===== src/rtl/rename_regfile_pkg.sv =====
// Shared rename/ROB definitions: sizes, tag encoding and ROB entry layout.
// Imported by the register alias table and its lookup ports.
package rename_regfile_pkg;

    localparam int REG_SZ_LOG = 4;
    localparam int ROB_SZ_LOG = 4;
    localparam int REG_SZ     = 2 ** (REG_SZ_LOG + 1);
    localparam int ROB_SZ     = 2 ** (ROB_SZ_LOG + 1);

    typedef logic [REG_SZ_LOG:0] reg_idx_t;
    typedef logic [ROB_SZ_LOG:0] rob_tag_t;
    typedef logic [31:0]         word_t;

    // Tag 0 is never allocated by the ROB, so it doubles as "no producer".
    localparam rob_tag_t TAG_NONE = '0;

    typedef enum logic [1:0] {
        ROB_ST_EMPTY,
        ROB_ST_ISSUED,
        ROB_ST_DONE
    } rob_state_e;

    typedef struct packed {
        rob_state_e state;
        reg_idx_t   rd;
        word_t      val;
    } rob_entry_t;

    function automatic logic tag_is_valid(input rob_tag_t t);
        return t != TAG_NONE;
    endfunction

endpackage


===== src/rtl/rename_regfile_lookup.sv =====
// One source-operand read port of the register alias table.
// Resolves an operand from the table, a same-cycle commit, or the ROB.
module rename_lookup #(
    parameter int IW = 5,
    parameter int TW = 5
) (
    input  logic [IW-1:0] idx_i,
    input  logic          busy_i,
    input  logic [TW-1:0] tag_i,
    input  logic [31:0]   value_i,
    input  logic          cmt_en_i,
    input  logic [IW-1:0] cmt_rd_i,
    input  logic [TW-1:0] cmt_tag_i,
    input  logic [31:0]   cmt_val_i,
    input  logic          rob_ready_i,
    input  logic [31:0]   rob_val_i,
    output logic [TW-1:0] rob_tag_o,
    output logic          ready_o,
    output logic [31:0]   val_o,
    output logic [TW-1:0] tag_o
);

    logic cmt_hit;

    assign cmt_hit = cmt_en_i && (cmt_rd_i == idx_i) && (cmt_tag_i == tag_i);

    always_comb begin
        ready_o   = 1'b1;
        val_o     = '0;
        tag_o     = '0;
        rob_tag_o = '0;
        if (idx_i != '0) begin
            if (!busy_i) begin
                val_o = value_i;
            end else begin
                rob_tag_o = tag_i;
                // A commit retiring the producer this cycle beats the ROB copy.
                if (cmt_hit) begin
                    val_o = cmt_val_i;
                end else if (rob_ready_i) begin
                    val_o = rob_val_i;
                end else begin
                    ready_o = 1'b0;
                    tag_o   = tag_i;
                end
            end
        end
    end

endmodule


===== src/rtl/rename_regfile.sv =====
// Architectural register file with rename (busy/tag) state per register.
// Issue marks a register as pending on a ROB tag; commit retires it.
module rename_regfile
    import rename_regfile_pkg::*;
#(
    parameter int REG_SZ_LOG = rename_regfile_pkg::REG_SZ_LOG,
    parameter int ROB_SZ_LOG = rename_regfile_pkg::ROB_SZ_LOG
) (
    input  logic                  clk,
    input  logic                  rst,
    input  logic                  rdy,
    input  logic                  flush,
    input  logic                  iss_en,
    input  logic [REG_SZ_LOG:0]   iss_rd,
    input  logic [ROB_SZ_LOG:0]   iss_tag,
    input  logic                  cmt_en,
    input  logic [REG_SZ_LOG:0]   cmt_rd,
    input  logic [31:0]           cmt_val,
    input  logic [ROB_SZ_LOG:0]   cmt_tag,
    input  logic [REG_SZ_LOG:0]   rs1_idx,
    input  logic [REG_SZ_LOG:0]   rs2_idx,
    output logic [ROB_SZ_LOG:0]   rob_rs1_tag,
    output logic [ROB_SZ_LOG:0]   rob_rs2_tag,
    input  logic                  rob_rs1_ready,
    input  logic                  rob_rs2_ready,
    input  logic [31:0]           rob_rs1_val,
    input  logic [31:0]           rob_rs2_val,
    output logic                  rs1_ready,
    output logic                  rs2_ready,
    output logic [31:0]           rs1_val,
    output logic [31:0]           rs2_val,
    output logic [ROB_SZ_LOG:0]   rs1_tag,
    output logic [ROB_SZ_LOG:0]   rs2_tag
);

    localparam int NREG = 2 ** (REG_SZ_LOG + 1);
    localparam int IW   = REG_SZ_LOG + 1;
    localparam int TW   = ROB_SZ_LOG + 1;

    logic [31:0]   value_q [NREG];
    logic [31:0]   value_d [NREG];
    logic [TW-1:0] tag_q   [NREG];
    logic [TW-1:0] tag_d   [NREG];
    logic [NREG-1:0] busy_q;
    logic [NREG-1:0] busy_d;

    logic iss_live;
    logic cmt_live;

    assign iss_live = iss_en && (iss_rd != '0) && !flush;
    assign cmt_live = cmt_en && (cmt_rd != '0);

    always_comb begin
        value_d = value_q;
        tag_d   = tag_q;
        busy_d  = busy_q;
        if (rdy) begin
            if (cmt_live) begin
                value_d[cmt_rd] = cmt_val;
                // A newer issue to the same register keeps it pending.
                if ((tag_q[cmt_rd] == cmt_tag) &&
                    !(iss_live && (iss_rd == cmt_rd))) begin
                    busy_d[cmt_rd] = 1'b0;
                end
            end
            if (flush) begin
                busy_d = '0;
                for (int i = 0; i < NREG; i++) begin
                    tag_d[i] = '0;
                end
            end else if (iss_live) begin
                busy_d[iss_rd] = 1'b1;
                tag_d[iss_rd]  = iss_tag;
            end
        end
        value_d[0] = '0;
        busy_d[0]  = 1'b0;
        tag_d[0]   = '0;
    end

    always_ff @(posedge clk) begin
        if (rst) begin
            busy_q <= '0;
            for (int i = 0; i < NREG; i++) begin
                value_q[i] <= '0;
                tag_q[i]   <= '0;
            end
        end else begin
            busy_q <= busy_d;
            for (int i = 0; i < NREG; i++) begin
                value_q[i] <= value_d[i];
                tag_q[i]   <= tag_d[i];
            end
        end
    end

    rename_lookup #(.IW(IW), .TW(TW)) u_rs1 (
        .idx_i       (rs1_idx),
        .busy_i      (busy_q[rs1_idx]),
        .tag_i       (tag_q[rs1_idx]),
        .value_i     (value_q[rs1_idx]),
        .cmt_en_i    (cmt_en),
        .cmt_rd_i    (cmt_rd),
        .cmt_tag_i   (cmt_tag),
        .cmt_val_i   (cmt_val),
        .rob_ready_i (rob_rs1_ready),
        .rob_val_i   (rob_rs1_val),
        .rob_tag_o   (rob_rs1_tag),
        .ready_o     (rs1_ready),
        .val_o       (rs1_val),
        .tag_o       (rs1_tag)
    );

    rename_lookup #(.IW(IW), .TW(TW)) u_rs2 (
        .idx_i       (rs2_idx),
        .busy_i      (busy_q[rs2_idx]),
        .tag_i       (tag_q[rs2_idx]),
        .value_i     (value_q[rs2_idx]),
        .cmt_en_i    (cmt_en),
        .cmt_rd_i    (cmt_rd),
        .cmt_tag_i   (cmt_tag),
        .cmt_val_i   (cmt_val),
        .rob_ready_i (rob_rs2_ready),
        .rob_val_i   (rob_rs2_val),
        .rob_tag_o   (rob_rs2_tag),
        .ready_o     (rs2_ready),
        .val_o       (rs2_val),
        .tag_o       (rs2_tag)
    );

endmodule


===== config.mk =====
export PLATFORM = sky130hd
export DESIGN_NAME = rename_regfile
export DESIGN_NICKNAME = d
export VERILOG_FILES = /design/src/rtl/rename_regfile_pkg.sv /design/src/rtl/rename_regfile_lookup.sv /design/src/rtl/rename_regfile.sv
export SDC_FILE = /design/constraint.sdc
export NUM_CORES = 2
export LEC_CHECK = 0
export ABC_AREA = 0
export ABC_CLOCK_PERIOD_IN_PS = 4300
export BUFFER_PORTS_ARGS = -buffer_cell sky130_fd_sc_hd__buf_2
export CAP_MARGIN = 20
export CORE_MARGIN = 1.5
export CORE_UTILIZATION = 55
export CTS_BUF_LIST = sky130_fd_sc_hd__clkbuf_16
export CTS_CLUSTER_DIAMETER = 120
export CTS_CLUSTER_SIZE = 10
export DETAILED_ROUTE_END_ITERATION = 8
export PLACE_DENSITY_LB_ADDON = 0.3
export SYNTH_ARGS = -nofsm -noshare
export SYNTH_HDL_FRONTEND = slang
export SYNTH_SLANG_ARGS = --single-unit

===== constraint.sdc =====
create_clock -name clk -period 4.3 [get_ports clk]
set_input_delay 0 -clock clk [delete_from_list [all_inputs] [get_ports clk]]
set_output_delay 0 -clock clk [all_outputs]
set_load 0.05 [all_outputs]

# Word level (Yosys, flattened, before mapping)
# Index checks and enable logic that the tools add are counted.
[totals]
input_bits = 134
output_inout_bits = 86
wordCells = 177
register_bits = 1216
[classes]
muxes = 64
reduce_logical = 22
n_eq_ne = 6
magnitude_cmp = 12
bitwise_logic = 7
[op_table]
columns = ["cell", "count"]
rows = [
  ["1024-bit bitwise mux", 1],
  ["32-bit 2-to-1 mux", 18],
  ["32-bit binary-select mux with 5-bit select", 2],
  ["160-bit 2-to-1 mux", 2],
  ["160-bit bitwise mux", 1],
  ["32-bit demux with 5-bit select", 1],
  ["5-bit 2-to-1 mux", 19],
  ["5-bit binary-select mux with 5-bit select", 3],
  ["32-bit AND", 1],
  ["32-bit inverter", 1],
  ["32-bit OR", 1],
  ["5-bit equality test", 6],
  ["5-bit demux with 5-bit select", 1],
  ["6-bit >= comparator, second input constant", 4],
  ["5-bit by 6-bit < comparator with 1-bit output, second input constant", 4],
  ["5-bit inverter with 6-bit output", 4],
  ["5-bit nonzero test", 4],
  ["1-bit logical AND", 13],
  ["6-bit by 1-bit < comparator with 1-bit output, second input constant", 2],
  ["1-bit 2-to-1 mux", 12],
  ["1-bit binary-select mux with 5-bit select", 2],
  ["1-bit demux with 5-bit select", 2],
  ["5-bit by 1-bit >= comparator with 1-bit output, second input constant", 2],
  ["2-bit AND reduction", 2],
  ["2 further kinds", 3],
]

# Depth between registers and ports, before layout
[logic_depth]
word_depth = 12
depth_mapped = 13
depth_no_buf = 8

# Cells and area by module
# A second synthesis with hierarchy kept.
[unflattened]
hier_cells = 6934
area_unflattened_um2 = 64314.2
[by_module_without_submodules]
columns = ["module", "n_inst", "seq_area_each_um2", "cells_per_inst", "area_each_um2"]
rows = [
  ["rename_regfile", 1, 23582.6, 6544, 61453.9],
  ["rename_lookup", 2, 0.0, 195, 1430.1],
]

# Least setup slack after synthesis
# OpenSTA, ideal clock, no wires.
[synth_timing]
kind = "register -> output"
from = "register tag_q[2] (netlist bit)"
to = "output port rs2_tag[1]"
t_required_ps = 4300
slack_ps = 234
arrival_time_ps = 4066
n_path_buf = 0
stages_incl_launch_ff = 8
cell_sequence = "dfxtp_1 -> mux4_2 -> and2_0 -> o32ai_1 -> a32o_1 -> and2_1 -> nor4b_1 -> a2111oi_0"
[synth_via]
elab_chain_cells = 8
[synth_lines]
columns = ["element", "line_no", "rtl"]
rows = [
  ["start: declaration", "rename_regfile.sv:42", "logic [TW-1:0] tag_q [NREG];"],
  ["start signal: indexed assignment", "rename_regfile.sv:92", "tag_q[i] <= tag_d[i];"],
  ["5-bit binary-select mux with 5-bit select", "rename_regfile.sv:117", ".tag_i (tag_q[rs2_idx]),"],
  ["5-bit 2-to-1 mux (implied by the code) (2 in a row)", "rename_regfile.sv:117", ""],
  ["5-bit equality test", "rename_regfile_lookup.sv:25", "assign cmt_hit = cmt_en_i && (cmt_rd_i == idx_i) && (cmt_tag_i == tag_i);"],
  ["1-bit logical AND", "rename_regfile_lookup.sv:25", ""],
  ["5-bit 2-to-1 mux", "rename_regfile_lookup.sv:38", "if (cmt_hit) begin"],
  ["5-bit 2-to-1 mux", "rename_regfile_lookup.sv:33", "if (!busy_i) begin"],
  ["5-bit 2-to-1 mux", "rename_regfile_lookup.sv:32", "if (idx_i != '0) begin"],
  ["end: declaration", "rename_regfile.sv:33", "output logic [ROB_SZ_LOG:0] rs2_tag"],
]
# Every way passes these cells. The select of a mux whose other input is x is not followed.

# Final worst setup path
[layout_timing]
from = "register tag_q[120] (netlist bit)"
to = "output port rs2_val[22]"
[layout_via]
elab_chain_cells = 8
[layout_lines]
columns = ["element", "line_no", "rtl"]
rows = [
  ["5-bit binary-select mux with 5-bit select", "rename_regfile.sv:117", ""],
  ["5-bit 2-to-1 mux (implied by the code) (2 in a row)", "rename_regfile.sv:117", ""],
  ["5-bit equality test", "rename_regfile_lookup.sv:25", ""],
  ["1-bit logical AND", "rename_regfile_lookup.sv:25", ""],
  ["32-bit 2-to-1 mux", "rename_regfile_lookup.sv:38", ""],
  ["32-bit 2-to-1 mux", "rename_regfile_lookup.sv:33", ""],
  ["32-bit 2-to-1 mux", "rename_regfile_lookup.sv:32", ""],
  ["end: declaration", "rename_regfile.sv:31", "output logic [31:0] rs2_val,"],
]
# Every way passes these cells. The select of a mux whose other input is x is not followed.

==> metrics <==
status=finished with violations; failing checks=DRC, setup timing; Final GP Congestion=1.02; max-slew violations=0; Design Power=around 24 mW; most common cell after layout, fill and taps aside=nand2_1; Avg Synthesized Cell Area=9.06 µm²; final worst-path cycle share=101%; FF-to-FF path depth=9; drt initial violations=approximately 10000; critical path arrival=between 4 and 5 ns; hold depth=5; Slew headroom=~17%; # port buffers=around 220; crit-path max FO=32; Worst Path Required=4.30 ns; pwr dens=about 340 nW/µm²; Die W=approximately 340 µm; Yosys warnings=0; die footprint=roughly 120000 µm²; Peak Freq=approximately 0.23 GHz; Mapped Cells=~7000; Post-synth EDFFs=0; skew final=around 0.020 ns; worst min path class=input port to flop; CTS tree=built; Residual DRC=10; Chip Height=between 300 and 400 µm; Seq/Total Area, Yosys=37.1%; Main synth FF type=dfxtp_1; initial antenna violation count=16; Tmin final=between 4 and 5 ns; root buf cell=clkbuf_16; post-route setup slack=-0.0332 ns; Synthesized Nets=~7000; Final #Nets=6976; All-Layer GR Usage=between 40% and 50%; DR pass1 iterations=8; Worst R2R End=busy_q[23]; I/O pins=220; Sink Count=1178; final hold vios=0; Setup WS pre-CTS=0.403 ns; layout cells sized above 1=19.9%; final wirelength=258000 µm; hold path start=iss_tag[2]; worst r2r src=tag_q[107]; post-route ant nets=0; Yosys reg bits=around 1200; Initial Util=a little under three fifths; Post-Syn Area=roughly 64000 µm²; Leak=roughly 23 nW; Clock Tree Buf Depth=3; CP endpoint kind=output pin; most frequent cells in the layout=nand2_1, dfxtp_1, a21oi_1; first-pass GRT wire length=roughly 370000 µm; Unique masters post-synth=75; vias in the first global route=56500; clock-pin slew on the worst setup and hold paths=around 0.05 ns; Startpoint Class=flop; endpoints failing setup=4; critical path class=flop to output pin; total grt overflow=0; Max-Cap Viols=0; Async SR Flop Fraction=0%; drt via density=7.10; Hold Crit Endpoint=tag_q[152]; num rows=between 100 and 150; largest net degree at the start of global routing=~210; cts bufs inserted=between 100 and 150; floorplan core area=approximately 110000 µm²; drt wl/cell=around 30 µm; reg2reg setup slack=0.99 ns; RSZ-0062 raised after global routing=false; H-tree Lvls=4; hpwl dp=150000 µm; IR Drop Worst-Case VDD=0.000323 V; Slew @ Worst Pin=1.23 ns; routed vias=between 50000 and 60000; clock latency on the worst-skew pair=0.78 ns; area grow syn2layout=9.35%
-- layout make-up --
class,count,area (µm²)
fillers,9420,44900
repair buffers,429,3230
multi-input cells,5088,37200
inverters,10,42.5
well taps,1512,1890
flip-flops and latches,1178,23600
diodes,6,15.0
clock buffers,136,3400
clock inverters,14,216
-- state kept, by name, summed over array words and instances, names as in the netlist --
name     cells
tag_q      155
value_q    992
busy_q      31
-- power breakdown --
part	internal [mW]	switching, mW
Combinational	0.639	1.62
Clock	5.64	4.66
Sequential	11.0	0.0312
Total	17.2	6.31
-- Yosys cell counts (49+ instances only) --
master / count / area (µm²)
nand2_1: 2127 / 7980
buf_2: 106 / 531
mux4_2: 682 / 15400
a221o_1: 65 / 651
a21oi_1: 1004 / 5020
mux2_2: 52 / 586
and2_1: 62 / 388
dfxtp_1: 1178 / 23600
buf_1: 49 / 184
a22o_1: 53 / 464
nor2_1: 379 / 1420
clkbuf_1: 552 / 2070
mux2i_1: 113 / 1130
o21ai_0: 72 / 360
a22oi_1: 176 / 1320
-- timing repair --
action | 4_1_cts | 5_1_grt
hold endpoints to repair | 1079 | 0
hold buffers | 40 | 0
setup buffers | 0 | 0
gates resized for setup | 1 | 3
setup endpoints to repair | 5 | 29
-- metrics by stage --
step           hold WS (ns)  utilization, %  setup TNS, ns  instance area [µm²]  cells
2_1_floorplan         0.105               -              0                63600   7022
3_3_place_gp          0.396            57.2              0                65500   8176
3_5_place_dp          0.399            57.2              0                65500   8176
4_1_cts              0.0100            60.7              0                69600   8366
5_1_grt              0.0462            60.8              0                69600   8367
6_report             0.0443            60.8        -0.0808                69600   8373
-- critical path: stages, from the launching register on --
cell and delay [ns]:
dfxtp_1 0.42, mux4_2 0.27, nor2_1 0.06, o311ai_1 0.69
o21ai_1 0.33, xor2_1 0.24, nand4_1 0.19, o211a_2 0.19
buf_4 0.52, a221o_1 0.28, buf_2 0.27
-- worst max-delay path by stage --
stage	slack [ns]	cells past startpoint	startpoint	end
after floorplan	0.23	7	tag_q[2]	rs2_tag[1]
after global placement	0.51	11	rs1_idx[0]	rs1_val[11]
after detailed placement	0.40	11	rs1_idx[0]	rs1_val[16]
after CTS	0.11	10	tag_q[120]	rs2_val[22]
after global routing	0.01	10	tag_q[85]	rs2_val[22]
final	-0.03	10	tag_q[120]	rs2_val[22]
-- cell families after synthesis --
group,count (synthesis),synth area share (%)
simple gates,2736,17.0
flops,1178,37.1
xor+xnor,29,0.399
compound gates,1470,13.5
buf+inv,756,5.07
mux,853,26.9
-- routing by layer --
metal | share of wire, % | GRT usage, %
met1 | 34 | 53.3
met3 | 15 | 15.6
met4 | 8.1 | 29.7
met2 | 42 | 61.9
met5 | 0.062 | 0
No activity file was read; power rests on OpenSTA's default activity.
